[src/rtl/adc_capture_ctrl_if.sv]
// rtl/adc_capture_ctrl_if.sv - sample-pair input and host FIFO write port bundle
interface adc_capture_ctrl_if;
  logic [7:0]  ch0_byte;
  logic [7:0]  ch1_byte;
  logic        sample_valid;
  logic        fifo_full;
  logic        fifo_wr_en;
  logic [31:0] fifo_din;

  modport master (
    output ch0_byte, ch1_byte, sample_valid, fifo_full,
    input  fifo_wr_en, fifo_din
  );

  modport slave (
    input  ch0_byte, ch1_byte, sample_valid, fifo_full,
    output fifo_wr_en, fifo_din
  );
endinterface

[src/rtl/adc_capture_ctrl.sv]
// rtl/adc_capture_ctrl.sv - two-channel ADC sample packer with trigger arm and host FIFO writer
module adc_capture_ctrl #(
  parameter int LEN_W = 16
) (
  input  logic              clk,
  input  logic              rst,
  adc_capture_ctrl_if.slave bus,
  input  logic              capture_start_i,
  input  logic              trig_en_i,
  input  logic              trigger_i,
  input  logic              abort_i,
  input  logic [LEN_W-1:0]  capture_len_i,
  output logic              busy_o,
  output logic              done_o,
  output logic              overflow_o
);

  typedef enum logic [1:0] {IDLE, ARM, CAPTURE, DONE} state_t;

  state_t           state_q, state_d;
  logic [LEN_W-1:0] len_q, len_d;
  logic [LEN_W-1:0] cnt_q, cnt_d;
  logic [LEN_W-1:0] cnt_inc;
  logic             half_q, half_d;
  logic [15:0]      lo_q, lo_d;
  logic             wr_q, wr_d;
  logic [31:0]      din_q, din_d;
  logic             done_q, done_d;
  logic             ovf_q, ovf_d;
  logic [15:0]      pair;

  assign pair    = {bus.ch1_byte, bus.ch0_byte};
  assign cnt_inc = cnt_q + LEN_W'(1);

  always_comb begin
    state_d = state_q;
    len_d   = len_q;
    cnt_d   = cnt_q;
    half_d  = half_q;
    lo_d    = lo_q;
    wr_d    = 1'b0;
    din_d   = din_q;
    done_d  = (state_q == DONE);
    ovf_d   = ovf_q;

    case (state_q)
      IDLE: begin
        if (capture_start_i) begin
          len_d  = capture_len_i;
          cnt_d  = '0;
          half_d = 1'b0;
          ovf_d  = 1'b0;
          if (capture_len_i == '0) begin
            state_d = DONE;
          end else if (trig_en_i) begin
            state_d = ARM;
          end else begin
            state_d = CAPTURE;
          end
        end
      end
      ARM: begin
        // The pair present in the trigger cycle is discarded; capture begins next cycle.
        if (abort_i) begin
          state_d = IDLE;
        end else if (trigger_i) begin
          state_d = CAPTURE;
          half_d  = 1'b0;
        end
      end
      CAPTURE: begin
        if (abort_i) begin
          state_d = IDLE;
          half_d  = 1'b0;
        end else if (bus.sample_valid) begin
          if (!half_q) begin
            lo_d   = pair;
            half_d = 1'b1;
          end else begin
            half_d = 1'b0;
            cnt_d  = cnt_inc;
            // A word that meets a full FIFO is dropped but still counts toward the length.
            if (bus.fifo_full) begin
              ovf_d = 1'b1;
            end else begin
              wr_d  = 1'b1;
              din_d = {pair, lo_q};
            end
            if (cnt_inc == len_q) begin
              state_d = DONE;
            end
          end
        end
      end
      default: begin
        state_d = IDLE;
      end
    endcase
  end

  always_ff @(posedge clk) begin
    if (rst) begin
      state_q <= IDLE;
      len_q   <= '0;
      cnt_q   <= '0;
      half_q  <= 1'b0;
      lo_q    <= '0;
      wr_q    <= 1'b0;
      din_q   <= '0;
      done_q  <= 1'b0;
      ovf_q   <= 1'b0;
    end else begin
      state_q <= state_d;
      len_q   <= len_d;
      cnt_q   <= cnt_d;
      half_q  <= half_d;
      lo_q    <= lo_d;
      wr_q    <= wr_d;
      din_q   <= din_d;
      done_q  <= done_d;
      ovf_q   <= ovf_d;
    end
  end

  assign bus.fifo_wr_en = wr_q;
  assign bus.fifo_din   = din_q;
  assign busy_o         = (state_q == ARM) || (state_q == CAPTURE);
  assign done_o         = done_q;
  assign overflow_o     = ovf_q;

endmodule

[src/flat_wrapper.sv]
// flat-port wrapper written by rule: the top's interface ports become plain ports
module adc_capture_ctrl_flat 
#(
  parameter int LEN_W = 16
)
  (clk, rst, capture_start_i, trig_en_i, trigger_i, abort_i, capture_len_i, busy_o, done_o, overflow_o, bus_ch0_byte, bus_ch1_byte, bus_sample_valid, bus_fifo_full, bus_fifo_wr_en, bus_fifo_din);
  adc_capture_ctrl_if bus_i ();
  input  logic clk;
  input  logic rst;
  input  logic capture_start_i;
  input  logic trig_en_i;
  input  logic trigger_i;
  input  logic abort_i;
  input  logic [LEN_W-1:0] capture_len_i;
  output logic busy_o;
  output logic done_o;
  output logic overflow_o;
  input wire logic [$bits(bus_i.ch0_byte)-1:0] bus_ch0_byte;
  input wire logic [$bits(bus_i.ch1_byte)-1:0] bus_ch1_byte;
  input wire logic [$bits(bus_i.sample_valid)-1:0] bus_sample_valid;
  input wire logic [$bits(bus_i.fifo_full)-1:0] bus_fifo_full;
  output wire logic [$bits(bus_i.fifo_wr_en)-1:0] bus_fifo_wr_en;
  output wire logic [$bits(bus_i.fifo_din)-1:0] bus_fifo_din;
  assign bus_i.ch0_byte = bus_ch0_byte;
  assign bus_i.ch1_byte = bus_ch1_byte;
  assign bus_i.sample_valid = bus_sample_valid;
  assign bus_i.fifo_full = bus_fifo_full;
  assign bus_fifo_wr_en = bus_i.fifo_wr_en;
  assign bus_fifo_din = bus_i.fifo_din;
  adc_capture_ctrl #(.LEN_W(LEN_W)) u_core (.clk(clk), .rst(rst), .bus(bus_i), .capture_start_i(capture_start_i), .trig_en_i(trig_en_i), .trigger_i(trigger_i), .abort_i(abort_i), .capture_len_i(capture_len_i), .busy_o(busy_o), .done_o(done_o), .overflow_o(overflow_o));
endmodule
[config.mk]
export PLATFORM = sky130hd
export DESIGN_NAME = adc_capture_ctrl_flat
export DESIGN_NICKNAME = d
export VERILOG_FILES = /design/src/rtl/adc_capture_ctrl_if.sv /design/src/rtl/adc_capture_ctrl.sv /design/src/flat_wrapper.sv
export SDC_FILE = /design/constraint.sdc
export NUM_CORES = 1
export LEC_CHECK = 0
export BUFFER_PORTS_ARGS = -buffer_cell sky130_fd_sc_hd__buf_2
export CORE_MARGIN = 5
export CORE_UTILIZATION = 45
export CTS_BUF_LIST = sky130_fd_sc_hd__clkbuf_8
export DETAILED_ROUTE_END_ITERATION = 16
export PLACE_DENSITY = 0.72
export SYNTH_ARGS = -nofsm -noshare
export SYNTH_HDL_FRONTEND = slang
export SYNTH_SLANG_ARGS = --single-unit
[constraint.sdc]
create_clock -name clk -period 3.68 [get_ports clk]
set_input_delay 1.104 -clock clk [delete_from_list [all_inputs] [get_ports clk]]
set_output_delay 1.104 -clock clk [all_outputs]
set_load 0.05 [all_outputs]
Yosys cells after proc, flatten, opt, wreduce, memory -nomap -nowiden
Cells that the tools add are included.
Widths: inputs -> output; s select.

storage, ports and cells
  bits of input ports = 40
  logic and storage cells = 71
  output and inout bits = 36
  bits in registers = 86

operators by class
  eq/ne operators = 15
  multiplexer cells = 28
  reductions and logical operators = 13
  bitwise logic cells = 5
  $add $sub $neg = 1

operator list
  cell                   number
  $mux 16                4
  $pmux 16 s2            1
  $reduce_and 5->1       4
  $mux 2                 9
  $add 16x1->16 const B  1
  $eq 16x16->1           1
  $logic_not 16->1       1
  $ne 2x2->1 const B     6
  $mux 1                 11
  $ne 3x2->1 const B     2
  $ne 3x3->1 const B     2
  $pmux 2 s3             1
  $reduce_and 6->1       1
  $not 1->1              5
  $reduce_or 5->1        1
  $eq 2x2->1 const B     2
  $reduce_and 4->1       1
  $pmux 1 s3             1
  $reduce_bool 3->1      1
  $eq 2x1->1 const B     1
  $logic_not 2->1        1
  $ne 2x1->1 const B     1
  $pmux 1 s2             1
  $reduce_and 2->1       1
  other kinds (2)        2

Logic depth before layout (Yosys ltp)
  word-level depth = 7
  gate-level depth with buffers = 10
  depth with buffers taken out = 9

Least setup slack after synthesis
Ideal clock, no wire load.

  path kind = reg2reg
  from = reg u_core.cnt_q[0]
  to = reg u_core.state_q[0]
  clock period less this slack = 2.619 ns
  required time = 3.557 ns
  buffers on the path = 1
  setup time = 0.123 ns
  cell stages (with the launch flop) = 10
  setup slack = 1.061 ns
  arrival = 2.496 ns
  path through = dfxtp_1 ha_1 nand3_2 or3_1 clkbuf_2 or3_1 a21oi_1 nand4_1 o31ai_2 mux2_1

on the way
  cells in the longest elaborated chain, start to end = 4

RTL lines
  item                               RTL line                 source
  start, declared                    adc_capture_ctrl.sv:22   logic [LEN_W-1:0] cnt_q, cnt_d;
  start signal, assigned             adc_capture_ctrl.sv:115  cnt_q <= cnt_d;
  $add 16x1->16                      adc_capture_ctrl.sv:33   assign cnt_inc = cnt_q + LEN_W'(1);
  $eq 16x16->1                       adc_capture_ctrl.sv:89   if (cnt_inc == len_q) begin
  $ne 3x2->1 (no source line)        -
  $reduce_and 5->1 (no source line)  -
  end signal, assigned               adc_capture_ctrl.sv:113  state_q <= state_d;
  end, declared                      adc_capture_ctrl.sv:20   state_t state_q, state_d;

No other way between the ends.
A chain may end at the register's enable or synchronous reset.

Worst setup path after layout
Ends and elaborated chain as after synthesis.

==> Flow_metrics.wiki <==
{| class="wikitable"
! Metric !! Value
|-
| Master of the slowest instance on the critical path || dfxtp_1
|-
| Standby leakage power || 1.69 nW
|-
| Number of synthesized register bits || 86
|-
| PwrDens || 495 nW/um^2
|-
| Standard-cell row count || 33
|-
| Min-delay worst type || reg2reg
|-
| RSZ-0062 raised after global routing || false
|-
| Starting density of the core || 0.468
|-
| Half-perimeter wire length after detailed placement || 7130 um
|-
| Worst hold-check slack || 0.457 ns
|-
| Antenna violations before repair || 1
|-
| Sum of negative setup slack || 0 ns
|-
| Post-synthesis compound-gate area fraction || 0.174
|-
| Final weighted congestion of routability-driven global placement || 0.878
|-
| Type of the worst setup path || reg2reg
|-
| Total Wirelength || 9970 um
|-
| Pin count of the biggest net entering global routing || 67
|-
| Crit-path leading delay family || simple AND/OR/NAND/NOR gates
|-
| Vias in the first global route || 3446
|-
| Die Wd || 103 um
|-
| Overall die height || 103 um
|-
| Worst slew slack as a fraction of its limit || 0.474
|-
| Crit path capture type || flip-flop
|-
| Final worst-path cycle share || 0.770
|-
| Io pins || 76
|-
| Synthesis-to-finish area growth || 15.3%
|-
| Area share of the largest cell type after synthesis || 0.444
|-
| Count of buffers added by post-CTS timing repair for setup || 0
|-
| Final hold violation count || 0
|-
| Critical-path maximum fanout || 7
|-
| Slew of the pin with the lowest slew margin || 0.787 ns
|-
| Buffers from clock root to sink, at most || 2
|-
| Slew Viols, Final || 0
|-
| Xor/xnor cell area share of the yosys netlist || 0.0474
|-
| Worst Path Required || 3.93 ns
|-
| Netlist area before placement || 3880 um^2
|-
| Clk Latency, worst-skew pair || 0.36 ns
|-
| Number of clock sinks || 86
|-
| Count of final setup violators || 0
|-
| Synth top area cells || dfxtp_1 44%, nand2_1 14%, a21oi_1 11%
|-
| Share of post-route cells with drive strength above 1 || 0.181
|-
| Critical path, cell by cell || ha_1, nand3_2, or3_1, or3_1, a21oi_1, nand4_1, o31ai_2, mux2_1
|-
| Global-route usage over all layers || 0.193
|-
| Seq/Total Area, Yosys || 0.444
|-
| Depth of the CTS H-tree || 3
|-
| Post-synthesis instance total || 514
|-
| Outcome || finished, final reports clean
|-
| Stage delay of the slowest cell on the critical path || 0.46 ns
|-
| DRC viols || 0
|-
| Min cycle time layout || 2.83 ns
|-
| TritonCTS clock tree || yes
|-
| Max frequency || 353 MHz
|-
| Data arrival time of the critical path || 3.08 ns
|-
| PortBufs || 75
|-
| Max Clock Skew || 0.00671 ns
|-
| Area share of and/or/nand/nor cells after synthesis || 0.270
|-
| Net count of the mapped netlist || 559
|-
| Detailed router's first-iteration violation count || 181
|-
| Final antenna-violating net count || 0
|-
| Overflow after GRT || 0
|-
| Synthesis warning total || 0
|-
| Number of buffers inserted for hold repair after clock tree synthesis || 0
|-
| Master cell of the clock root buffer || clkbuf_8
|-
| Vias after detailed routing || 3676
|-
| Number of enable flip-flop cells after synthesis || 0
|-
| Post-detailed-route wirelength per cell || 14.7 um
|-
| Mean instance size in the synthesized netlist || 7.55 um^2
|-
| Most numerous cell on the critical path || or3_1
|-
| Worst path buffer plus inverter count || 0
|-
| Top cells by instance count after synthesis || 146 x nand2_1, 86 x dfxtp_1, 85 x a21oi_1
|-
| Die Outline Area || 10600 um^2
|-
| Largest area contributor in the synthesized netlist || dfxtp_1
|-
| Number of nets in the final layout || 615
|-
| Post-cts gate resize count || 0
|-
| Adder-Cell Fraction of Synth Area || 0.0161
|-
| Clock Pin Slew Worst Setup and Hold Paths || 0.10 ns
|-
| Maximum capacitance violations || 0
|-
| Share of cell area taken by muxes after synthesis || 0.00838
|-
| DRT Pass-1 Iters || 5
|-
| Async set-or-reset flop fraction in the synthesized netlist || 0
|-
| # diodes || 0
|-
| Placeable core region || 8300 um^2
|-
| Largest family of logic cells by synthesized area || simple AND/OR/NAND/NOR gates
|-
| Most instantiated flip-flop cell in the synthesis netlist || dfxtp_1
|-
| Detailed-route vias per instance || 5.41
|-
| Num CTS Buffers || 9
|-
| Type of element launching the critical path || flip-flop
|-
| Wire length of the first global-routing pass || 16200 um
|-
| Count of different cell masters after synthesis || 46
|-
| Worst VDD drop || 0.000225 V
|-
| Top-count cell post-synth || nand2_1
|}
-- worst min-delay path: stages (launching register included) --
cell     delay (ns)
dfxtp_1        0.32
nand2_1        0.05
a21oi_1        0.05
-- state kept, by name, summed over array words and instances, names as in the netlist --
register               count
u_core.state_q             2
u_core.half_q              1
u_core.done_o              1
u_core.cnt_q              16
u_core.len_q              16
u_core.bus.fifo_din       32
u_core.bus.fifo_wr_en      1
u_core.overflow_o          1
u_core.lo_q               16
-- metrics by stage --
stage / power, mW / worst slack (ns) / instance area (um^2) / utilization / cells
detailed placement: 1.59 / 0.780 / 4280 / 0.516 / 664
global placement: 1.58 / 0.867 / 4280 / 0.516 / 664
global route: 2.33 / 0.586 / 4470 / 0.539 / 680
finish: 2.21 / 0.847 / 4470 / 0.539 / 680
CTS: 2.23 / 0.849 / 4470 / 0.539 / 680
floorplan: 1.46 / 1.06 / 3880 / - / 514
-- metal layers --
metal  part of all wire  track usage  vias to the layer above  routed length [um]
met5             0.0013            0                        -                  13
met4              0.020       0.0667                        2                 195
met3              0.078       0.0622                       21                 773
met2               0.45        0.294                      127                4530
met1               0.45        0.258                     1678                4460
li1                   -            -                     1848                   -
-- kinds of logic (layout without fill, tap and decap cells) --
family | Yosys count | count (layout)
mux | 3 | 3
simple gates | 237 | 237
compound gates | 123 | 123
flops | 86 | 86
buf+inv | 39 | 100
xor+xnor | 21 | 21
fa+ha+maj | 5 | 5
-- where the power goes --
| group | switching [mW] | total [mW] | internal [mW] |
|---|---|---|---|
| combinational | 0.361 | 0.547 | 0.186 |
| sequential | 0.0446 | 1.03 | 0.987 |
| clock | 0.373 | 0.635 | 0.261 |
| total | 0.779 | 2.21 | 1.43 |
-- area by class of cell --
cell class	instances	area, um^2
Timing Repair Buffer	79	405
Tap cell	105	131
Inverter	5	18.8
Clock inverter	7	68.8
Multi-Input combinational cell	389	2000
Fill cell	794	3820
Clock buffer	9	124
Sequential cell	86	1720
-- path summary, 6_finish.rpt --
check	startpoint	to	slack (ns)	cells past startpoint
setup / recovery	u_core.cnt_q[0]	u_core.state_q[0]	0.85	8
hold / removal	u_core.bus.fifo_din[9]	u_core.bus.fifo_din[9]	0.46	2
setup reg to reg	u_core.cnt_q[0]	u_core.state_q[0]	0.85	8
hold reg to reg	u_core.bus.fifo_din[9]	u_core.bus.fifo_din[9]	0.46	2
-- layout by cell type, fill, tap and decap left out, types with 4 or more instances in the layout --
master,instances
clkbuf_8,9
a21oi_1,85
inv_1,5
xor2_1,6
ha_1,5
nand3_1,6
nand2b_1,6
nand2_1,146
nor3_1,8
buf_4,4
nor4_1,6
buf_2,75
nor2_1,32
nand4_1,8
xnor2_1,15
nor2b_1,4
dfxtp_1,86
o21ai_0,20
or3_1,5
Note: power is estimated with default switching activity, not from simulation.
